===== config.mk =====
export PLATFORM = sky130hd
export DESIGN_NAME = i2c_reg_ctrl
export DESIGN_NICKNAME = d
export VERILOG_FILES = /design/src/rtl/i2c_reg_ctrl.sv
export SDC_FILE = /design/constraint.sdc
export NUM_CORES = 1
export LEC_CHECK = 0
export BUFFER_PORTS_ARGS = -buffer_cell sky130_fd_sc_hd__buf_2
export CORE_MARGIN = 1.5
export CORE_UTILIZATION = 51
export DETAILED_ROUTE_END_ITERATION = 12
export PLACE_DENSITY = 0.8
export SYNTH_ARGS = -nofsm -noshare
export SYNTH_HDL_FRONTEND = slang
export SYNTH_SLANG_ARGS = --single-unit

===== constraint.sdc =====
create_clock -name Clk -period 2.85 [get_ports Clk]
set_input_delay 0.285 -clock Clk [delete_from_list [all_inputs] [get_ports Clk]]
set_output_delay 0.285 -clock Clk [all_outputs]
set_load 0.02 [all_outputs]

===== src/rtl/i2c_reg_ctrl.sv =====
// Register-access sequencer: expands single-byte register write/read requests
// into the START/address/data/STOP byte commands executed by the I2C engine.
module i2c_reg_ctrl #(
    parameter logic [7:0] DEV_ID_DEFAULT = 8'hA0
) (
    input  logic        Clk,
    input  logic        Rst_n,
    input  logic        wrreg_req,
    input  logic        rdreg_req,
    input  logic [7:0]  device_id,
    input  logic [15:0] addr,
    input  logic        addr_mode,
    input  logic [7:0]  wrdata,
    output logic [7:0]  rddata,
    output logic        RW_Done,
    output logic        ack,
    output logic        busy,
    output logic [5:0]  Cmd,
    output logic        Go,
    output logic [7:0]  Tx_DATA,
    input  logic [7:0]  Rx_DATA,
    input  logic        Trans_Done,
    input  logic        ack_o
);

    localparam logic [5:0] CMD_WR   = 6'h01;
    localparam logic [5:0] CMD_STA  = 6'h02;
    localparam logic [5:0] CMD_RD   = 6'h04;
    localparam logic [5:0] CMD_STO  = 6'h08;
    localparam logic [5:0] CMD_NACK = 6'h20;

    typedef enum logic [2:0] {
        S_IDLE,
        S_ISSUE,
        S_WAIT,
        S_NEXT,
        S_DONE
    } state_t;

    state_t      r_state;
    state_t      w_next;
    logic [2:0]  r_step;
    logic        r_is_rd;
    logic [7:0]  r_dev;
    logic [15:0] r_addr;
    logic        r_mode;
    logic [7:0]  r_wdata;
    logic        r_ack;
    logic [7:0]  r_rddata;

    logic        w_accept;
    logic [2:0]  w_lstep;
    logic        w_last;
    logic        w_rd_step;
    logic [5:0]  w_cmd;
    logic [7:0]  w_tx;

    assign w_accept = wrreg_req | rdreg_req;

    // Logical step numbering always includes the high address byte; in 8-bit
    // mode the physical step skips over it.
    assign w_lstep   = (r_mode || r_step == 3'd0) ? r_step : r_step + 3'd1;
    assign w_last    = (w_lstep == (r_is_rd ? 3'd4 : 3'd3));
    assign w_rd_step = r_is_rd && (w_lstep == 3'd4);

    always_comb begin
        w_cmd = 6'h00;
        w_tx  = 8'h00;
        case (w_lstep)
            3'd0: begin
                w_cmd = CMD_STA | CMD_WR;
                w_tx  = r_dev & 8'hFE;
            end
            3'd1: begin
                w_cmd = CMD_WR;
                w_tx  = r_addr[15:8];
            end
            3'd2: begin
                w_cmd = CMD_WR;
                w_tx  = r_addr[7:0];
            end
            3'd3: begin
                if (r_is_rd) begin
                    w_cmd = CMD_STA | CMD_WR;
                    w_tx  = r_dev | 8'h01;
                end else begin
                    w_cmd = CMD_WR | CMD_STO;
                    w_tx  = r_wdata;
                end
            end
            3'd4: begin
                w_cmd = CMD_RD | CMD_NACK | CMD_STO;
                w_tx  = 8'h00;
            end
            default: begin
                w_cmd = 6'h00;
                w_tx  = 8'h00;
            end
        endcase
    end

    always_comb begin
        w_next = r_state;
        case (r_state)
            S_IDLE:  if (w_accept) w_next = S_ISSUE;
            S_ISSUE: w_next = S_WAIT;
            S_WAIT:  if (Trans_Done) w_next = S_NEXT;
            S_NEXT:  w_next = w_last ? S_DONE : S_ISSUE;
            S_DONE:  w_next = S_IDLE;
            default: w_next = S_IDLE;
        endcase
    end

    always_ff @(posedge Clk or negedge Rst_n) begin
        if (!Rst_n) begin
            r_state  <= S_IDLE;
            r_step   <= 3'd0;
            r_is_rd  <= 1'b0;
            r_dev    <= DEV_ID_DEFAULT;
            r_addr   <= 16'h0000;
            r_mode   <= 1'b0;
            r_wdata  <= 8'h00;
            r_ack    <= 1'b0;
            r_rddata <= 8'h00;
        end else begin
            r_state <= w_next;
            case (r_state)
                S_IDLE: begin
                    if (w_accept) begin
                        // Write has priority when both requests coincide
                        r_is_rd <= ~wrreg_req;
                        r_dev   <= device_id;
                        r_addr  <= addr;
                        r_mode  <= addr_mode;
                        r_wdata <= wrdata;
                        r_ack   <= 1'b0;
                        r_step  <= 3'd0;
                    end
                end
                S_WAIT: begin
                    if (Trans_Done) begin
                        if (w_rd_step) r_rddata <= Rx_DATA;
                        else           r_ack    <= r_ack | ack_o;
                    end
                end
                S_NEXT: begin
                    if (!w_last) r_step <= r_step + 3'd1;
                end
                default: ;
            endcase
        end
    end

    assign busy    = (r_state == S_ISSUE) || (r_state == S_WAIT) || (r_state == S_NEXT);
    assign Go      = (r_state == S_ISSUE);
    assign RW_Done = (r_state == S_DONE);
    assign Cmd     = busy ? w_cmd : 6'h00;
    assign Tx_DATA = busy ? w_tx  : 8'h00;
    assign ack     = r_ack;
    assign rddata  = r_rddata;

endmodule


== After elaboration in Yosys (flattened, before gate mapping) ==
Index checks and enable logic that the tools add are counted.
Widths: inputs -> output; s select.

* Bits in registers: 49
* Input port bits: 47
* Output and inout port bits: 26
* Word-level logic and storage cells: 60

* Add/subtract/negate cells: 1
* Eq/ne operators: 13
* Mux-type cells: 19
* Bitwise operators: 3
* Reduce and logical (&&, ||, !) cells: 15

{| class="wikitable"
|+ Operators with widths
! cell !! number
|-
| $pmux 8 s4 || 1
|-
| $pmux 6 s4 || 1
|-
| $mux 3 || 7
|-
| $mux 8 || 2
|-
| $eq 3x2->1 const B || 4
|-
| $pmux 3 s4 || 1
|-
| $logic_not 3->1 || 3
|-
| $ne 2x2->1 const B || 4
|-
| $eq 3x1->1 const B || 2
|-
| $eq 3x3->1 const B || 2
|-
| $mux 6 || 1
|-
| $pmux 3 s2 || 1
|-
| $reduce_and 3->1 || 2
|-
| $mux 4 || 1
|-
| $reduce_and 2->1 || 2
|-
| $reduce_and 4->1 || 1
|-
| $reduce_bool 2->1 || 2
|-
| $add 3x1->3 const B || 1
|-
| $eq 3x3->1 || 1
|-
| $logic_or 1x1->1 || 3
|-
| $mux 1 || 3
|-
| $or 1x1->1 || 2
|-
| $pmux 1 s2 || 1
|-
| $reduce_or 2->1 || 1
|-
| 2 further kinds || 2
|}

== Logic depth before layout (Yosys ltp) ==
Gate-level depths: netlist (run 1).

* Depth in word-level cells: 8
* Depth in mapped cells: 8
* Depth with buffers taken out: 7

== Least setup slack after synthesis (run 1) ==
OpenSTA, ideal clock, no wires.

* Kind: reg-to-output
* Start: register r_step[0]
* End: output port Cmd[5]
* Arrival time: 2.138 ns
* Required time: 2.565 ns
* Path slack: 0.427 ns
* Stages on the path, launching flop included: 7
* Buffers on the path: 1
* Cell sequence: dfrtp_1 inv_2 ha_1 nor4_4 o21ai_0 nor3_1 buf_4

* Longest elaborated chain between the ends: 7
* Elaborated cells on any way between the ends: 12
* Those cells by class: 1 x add/sub; 4 x eq/ne; 3 x mux; 4 x reduce/logical

{| class="wikitable"
|+ RTL lines
! what !! RTL line !! source
|-
| from (decl) || 42 || <nowiki>logic [2:0] r_step;</nowiki>
|-
| from (signal assigned) || 147 || <nowiki>if (!w_last) r_step <= r_step + 3'd1;</nowiki>
|-
| parallel branches: the longest is 2 deep, another holds $add 3x1->3 || n/a ||
|-
| $mux 3 (*) || 62 || <nowiki>assign w_lstep = (r_mode || r_step == 3'd0) ? r_step : r_step + 3'd1;</nowiki>
|-
| $eq 3x2->1 / $eq 3x1->1 (equally long branches) || 69 || <nowiki>case (w_lstep)</nowiki>
|-
| $reduce_or 2->1 (no source line) || n/a ||
|-
| $pmux 6 s4 (*) || 69 ||
|-
| $mux 6 (*) || 157 || <nowiki>assign Cmd = busy ? w_cmd : 6'h00;</nowiki>
|-
| to (decl) || 18 || <nowiki>output logic [5:0] Cmd,</nowiki>
|}

Mark *: on every way between the ends.

== Worst setup path after layout (run 1) ==
* Start: register r_step[1]
* End: output port Tx_DATA[2]

* Longest elaborated chain between the ends: 6
* Elaborated cells on any way between the ends: 10
* Those cells by class: 1 x add/sub; 3 x eq/ne; 3 x mux; 3 x reduce/logical

{| class="wikitable"
|+ RTL lines
! what !! RTL line !! source
|-
| parallel branches: the longest is 2 deep, another holds $add 3x1->3 || n/a ||
|-
| $mux 3 (*) || 62 ||
|-
| $eq 3x2->1 (tied with other cells) || 69 ||
|-
| $pmux 8 s4 (*) || 69 ||
|-
| $mux 8 (*) || 158 || <nowiki>assign Tx_DATA = busy ? w_tx : 8'h00;</nowiki>
|-
| to (decl) || 20 || <nowiki>output logic [7:0] Tx_DATA,</nowiki>
|}

Marks and branches as above.

==> results_dict.tcl, run 1 <==
set metrics [dict create \
    finalNonFillerCells 389 \
    htreeDepth 2 \
    timing.final.ws_setup_ps 143 \
    clk-insertion-delay-late_ps 310 \
    via_per_inst 5.44 \
    number_of_register_bits_inferred_by_synthesis 48 \
    wirelength_mm 5.65 \
    achievable-frequency_mhz 369 \
    via_count_of_the_first_global_routing_pass 2009 \
    finalHoldWorstSlack_ps 158 \
    ioPinCount 73 \
    maxCapViolations 0 \
    number_of_nets_in_the_synthesized_netlist 312 \
    hpwlAfterDp_mm 3.96 \
    cts.path.max_buffers 2 \
    synthesis.instances 263 \
    synth_edf_count 0 \
    dieArea_um2 5180 \
    clock_sinks 48 \
    worst-r2r-setup-slack_ps 660 \
    post-route-cell-area_um2 2970 \
    ctsRootBufferMaster "sky130_fd_sc_hd__clkbuf_8" \
    cts_post_setup_buffers_inserted 0 \
    drt.antenna.violating_nets 0 \
    num_rows 24 \
    syn-mean-instance-area_um2 9.23 \
    vdd_ir_drop_max_mv 0.774 \
    synth-main-ff-cell "sky130_fd_sc_hd__dfrtp_1" \
    post-route-period-util_pct 95.0 \
    synth.yosys.seq_area_share_pct 49.6 \
    hold_viol_final 0 \
    kind_of_capture_point_of_the_worst_setup_path "output port" \
    outcome "finished, final reports clean" \
    cp.required_ps 2570 \
    cellLeakagePower_nw 1.58 \
    number_of_antenna_violations_at_the_first_check_in_global_routing 0 \
    gp_congestion 0.846 \
    ys_top_cells_by_area "sky130_fd_sc_hd__dfrtp_1, sky130_fd_sc_hd__nand2_1, sky130_fd_sc_hd__mux2_4, sky130_fd_sc_hd__o21ai_0, sky130_fd_sc_hd__a221o_1" \
    synth_largest_type_area_fraction_pct 47.4 \
    placement.setup.worst_slack_ps 53.3 \
    die_w_um 72.0 \
    finalWorstPathRequiredPeriod_ps 2710 \
    place_inst 381 \
    critical_path_arrival_ps 2420 \
    holdCritPathClass "input port to flop" \
    setup.worst_path.class "flop to output port" \
    core_ar_um2 4470 \
    critical_path.max_fanout 8 \
    synth_top_area_cell "sky130_fd_sc_hd__dfrtp_1" \
    initial_utilization_pct 54.3 \
    synth_most_common_cell "sky130_fd_sc_hd__nand2_1" \
    grt_first_pass_wirelength_mm 9.34 \
    placed_cell_area_um2 2850 \
    post_cts_hold_buffer_count 0 \
    area.growth.synth_to_final_pct 22.4 \
    residual_drc 0 \
    post_synth_most_frequent_cells "sky130_fd_sc_hd__nand2_1, sky130_fd_sc_hd__dfrtp_1, sky130_fd_sc_hd__o21ai_0, sky130_fd_sc_hd__a21oi_1, sky130_fd_sc_hd__nor2_1" \
    finalPower_mw 3.69 \
    final_layout_size_suffix_gt1_share_pct 33.8 \
    layout.nets 385 \
    number_of_diodes 0 \
    finalSetupViolations 0 \
    grt_overflow 0 \
    cts_buffers 5 \
    worst_slew_margin_rel_pct 29.6 \
    synth.yosys.warnings 0 \
    worst-slew-pin-transition_ps 1060 \
    finalMaxSlewViolations 0 \
    grt.total_usage_pct 23.3 \
    filler_cell_count 385 \
    port_buffers 70 \
    clk_pin_slew_worst_paths_ps 90 \
    drt_iter0_markers 118 \
    drtPass1Iterations 4 \
    grt_start_max_net_pins 49 \
    vias 2116 \
    cts_tree "yes" \
    syn-cell-area_um2 2430 \
    die_height_um 72.0 \
    async_set_reset_flop_share_out_of_synthesis_pct 100 \
    power_density_nw_per_um2 1240 \
    fin_skew_ps 6.16 \
    startpoint_type "flop" \
    wl_per_cell_um 14.5 \
    synth.lib_cells_used.distinct 48 \
]
==> where the power goes <==
part / switching [mW] / total (mW) / internal (mW)
clock: 0.226 / 0.402 / 0.176
sequential: 0.235 / 1.25 / 1.01
combinational: 1.25 / 2.04 / 0.796
total: 1.71 / 3.69 / 1.98
==> cells by family (layout without fill, tap and decap cells) <==
logic type	after synthesis	in the layout	share of synthesized area (%)
flip-flops	48	48	49.6
AO/OA/AOI/OAI	53	53	15.4
multiplexers	12	12	6.70
adder cells (fa/ha/maj)	2	2	1.03
buffers and inverters	19	93	3.71
other	1	1	0.154
XOR/XNOR	1	1	0.361
AND/OR/NAND/NOR	127	127	23.1
==> cell type report <==
cell class                      instances  area (um^2)  share of cell area [%]
Sequential cell                        48         1200                    40.5
Multi-Input combinational cell        196         1180                    39.6
Timing Repair Buffer                   79          418                    14.1
Clock buffer                            7         76.3                    2.57
Tap cell                               52         65.1                    2.19
Inverter                                6         22.5                   0.758
Clock inverter                          1         8.76                   0.295
==> placed cells by master (no fill, tap or decap), drive strengths merged, types with 2 or more instances in the layout <==
cell type and instances:
a211oi 4, a21boi 2, a21oi 10, a221o 7
a31oi 2, buf 79, clkbuf 7, dfrtp 46
dfstp 2, ha 2, inv 6, mux2 10
mux2i 2, nand2 98, nand2b 2, nand3 2
nor2 9, nor2b 2, nor3 4, nor4 2
o211ai 2, o21ai 20
==> metal layers <==
layer,vias up,track usage [%],share of wire [%]
met3,9,5.56,6.6
met5,-,0,0
met1,969,31.5,45
met4,0,8.39,1.8
li1,1041,-,-
met2,97,37.0,46
==> registers in the layout, indices dropped and copies added (netlist names) <==
name     cells
ack          1
r_addr      16
r_dev        7
r_is_rd      1
r_mode       1
r_state      3
r_step       3
r_wdata      8
rddata       8
==> metrics by stage <==
| step | utilization [%] | setup TNS [ps] |
|---|---|---|
| 3_3_place_gp | 63.6 | 0 |
| 5_1_grt | 66.4 | -13.6 |
| 4_1_cts | 66.1 | 0 |
| 3_5_place_dp | 63.6 | 0 |
| 2_1_floorplan | - | 0 |
| 6_report | 66.4 | 0 |
==> worst max-delay path, stage by stage, from the launching register on <==
cell and delay, ps:
sky130_fd_sc_hd__dfrtp_1 460, sky130_fd_sc_hd__inv_2 120, sky130_fd_sc_hd__ha_2 200, sky130_fd_sc_hd__nand2b_1 150, sky130_fd_sc_hd__and4_1 270, sky130_fd_sc_hd__o21ai_1 230, sky130_fd_sc_hd__a21oi_4 140, sky130_fd_sc_hd__a221o_1 370
sky130_fd_sc_hd__buf_2 160
==> worst paths after layout <==
kind                         startpoint         end  cells after the start
hold / removal             device_id[5]    r_dev[5]                      3
max in group asynchronous         Rst_n  r_wdata[4]                      1
setup reg to reg              r_step[1]   r_step[1]                      8
min in group asynchronous         Rst_n  r_state[1]                      1
setup / recovery              r_step[1]  Tx_DATA[2]                      8
hold reg to reg                r_dev[7]    r_dev[7]                      2
==> repair_timing <==
item	4_1_cts	5_1_grt
setup endpoints to repair	7	7
gates resized for setup	4	5
endpoints found under the hold margin	0	0
(Power assumes the default switching activity.)
==> run 2: changes to the inputs <==
Settings changed: CORE_UTILIZATION 51 to 47, PLACE_DENSITY 0.8 to 0.75.
==> run 2 against run 1 <==
Via count is essentially flat. Setup slack worse by 24 ps. Clock skew is 0.83 ps lower. Sequential power about the same.
==> results_dict.tcl, run 2 (synthesized netlist as in run 1, its figures left out) <==
set metrics [dict create \
    outcome "finished, final reports clean" \
    worst_slew_margin_rel_pct 29.1 \
    ff_latch_area_um2 1200 \
    htreeDepth 2 \
    gp_congestion 0.820 \
    setup.worst_path.class "flop to output port" \
    via_count_of_the_first_global_routing_pass 2014 \
    fin_skew_ps 5.32 \
    crit_path_max_cell_delay_ps 460 \
    worstPathCellList "inv_2, ha_2, nand2b_1, and4_1, o21ai_1, a21oi_4, a221o_1, buf_2" \
    final_common_cell "sky130_fd_sc_hd__nand2_1" \
    multiInputGateArea_um2 1170 \
    cts.path.max_buffers 2 \
    die_height_um 74.9 \
    regMostFlops "r_addr" \
    vias 2114 \
    hold_viol_final 0 \
    initial_utilization_pct 50.1 \
    core_ar_um2 4850 \
    ioPinCount 73 \
    critical_path_arrival_ps 2450 \
    cellLeakagePower_nw 1.60 \
    wl_per_cell_um 14.2 \
    dieArea_um2 5600 \
    filler_cell_count 418 \
    critical-path-slowest-cell "sky130_fd_sc_hd__dfrtp_1" \
    worst-slew-pin-transition_ps 1060 \
    vdd_ir_drop_max_mv 0.863 \
    holdCritPathClass "input port to flop" \
    ctsRootBufferMaster "sky130_fd_sc_hd__clkbuf_8" \
    cp.required_ps 2570 \
    number_of_diodes 0 \
    drtPass1Iterations 4 \
    max_ffs_per_register 16 \
    area.growth.synth_to_final_pct 25.1 \
    residual_drc 0 \
    wirelength_mm 5.73 \
    num_rows 25 \
    finalSetupViolations 0 \
    clk_pin_slew_worst_paths_ps 100 \
    grt_first_pass_wirelength_mm 9.28 \
    cts_tree "yes" \
    cts_post_setup_buffers_inserted 0 \
    finalWorstPathRequiredPeriod_ps 2730 \
    clk-insertion-delay-late_ps 300 \
    drt.antenna.violating_nets 0 \
    grt.total_usage_pct 21.7 \
    grt_overflow 0 \
    cts_buffers 5 \
    power_density_nw_per_um2 1280 \
    timing.final.ws_setup_ps 119 \
    finalSetupTns_ps 0 \
    achievable-frequency_mhz 366 \
    kind_of_capture_point_of_the_worst_setup_path "output port" \
    maxCapViolations 0 \
    hpwlAfterDp_mm 3.95 \
    layout.nets 385 \
    grt_start_max_net_pins 49 \
    drt_iter0_markers 116 \
    startpoint_type "flop" \
    critical_path.max_fanout 8 \
    final_layout_size_suffix_gt1_share_pct 33.8 \
    finalMaxSlewViolations 0 \
    number_of_antenna_violations_at_the_first_check_in_global_routing 0 \
    post-route-period-util_pct 95.8 \
    final_cell_mix "sky130_fd_sc_hd__nand2_1, sky130_fd_sc_hd__buf_2, sky130_fd_sc_hd__dfrtp_1, sky130_fd_sc_hd__o21ai_0" \
    port_buffers 70 \
    rsz0062_at_grt "false" \
    die_w_um 74.9 \
    clock_sinks 48 \
    placement.setup.worst_slack_ps 109 \
    via_per_inst 5.23 \
]
[run 2: layout make-up]
| type | instances | share of cell area [%] |
|---|---|---|
| clock inverter | 3 | 2.27 |
| inverter | 6 | 0.742 |
| timing repair buffer | 79 | 13.8 |
| sequential | 48 | 39.7 |
| clock buffer | 5 | 2.27 |
| multi-input combinational | 196 | 38.5 |
| tap | 67 | 2.76 |
[run 2: timing repair]
| action | CTS | global route |
|---|---|---|
| hold buffers | 0 | 0 |
| resized for setup | 1 | 6 |
| setup endpoints to repair | 7 | 8 |
| pin swaps | 0 | 2 |
[run 2: where the power goes]
part / switching (mW) / leakage [nW] / internal [mW] / total, mW
Combinational: 1.25 / 0.930 / 0.794 / 2.05
Sequential: 0.237 / 0.605 / 1.01 / 1.25
Clock: 0.243 / 0.0687 / 0.353 / 0.597
Total: 1.73 / 1.60 / 2.16 / 3.89
[run 2: per-stage QoR]
stage | hold WS (ps) | utilization, % | std cells | total power, mW | cell area [um^2]
5_1_grt | 152 | 62.6 | 404 | 4.21 | 3040
4_1_cts | 156 | 62.1 | 404 | 3.84 | 3010
3_3_place_gp | 449 | 59.1 | 396 | 3.16 | 2870
3_5_place_dp | 450 | 59.1 | 396 | 3.22 | 2870
6_report | 160 | 62.6 | 404 | 3.89 | 3040
2_1_floorplan | -10.6 | - | 263 | 2.60 | 2430
[run 2: worst paths after layout]
kind                                 from          to  slack [ps]  cells past startpoint
worst max-delay path            r_step[1]  Tx_DATA[4]         120                      8
max in group asynchronous           Rst_n   r_addr[6]        2020                      1
worst min-delay path              addr[7]   r_addr[7]         160                      3
worst min register to register   r_dev[7]    r_dev[7]         460                      2
worst max register to register  r_step[0]   rddata[2]         630                      7
min in group asynchronous           Rst_n  r_state[1]         170                      1
[run 2: critical path: cells and delay by family, from the launching register on]
kind | cells | cell delay (ps)
AOI/OAI and AO/OA | 3 | 760
adders and majority gates | 1 | 200
buffers and inverters | 2 | 290
DFF | 1 | 460
and+or+nand+nor | 2 | 420
[run 2: layer usage]
| metal | wire (um) | global-route usage (%) | share of wire, % |
|---|---|---|---|
| met2 | 2650 | 35.6 | 46 |
| met3 | 391 | 4.82 | 6.8 |
| met1 | 2670 | 29.8 | 47 |
| met4 | 12 | 4.65 | 0.21 |
| met5 | 0 | 0 | 0 |
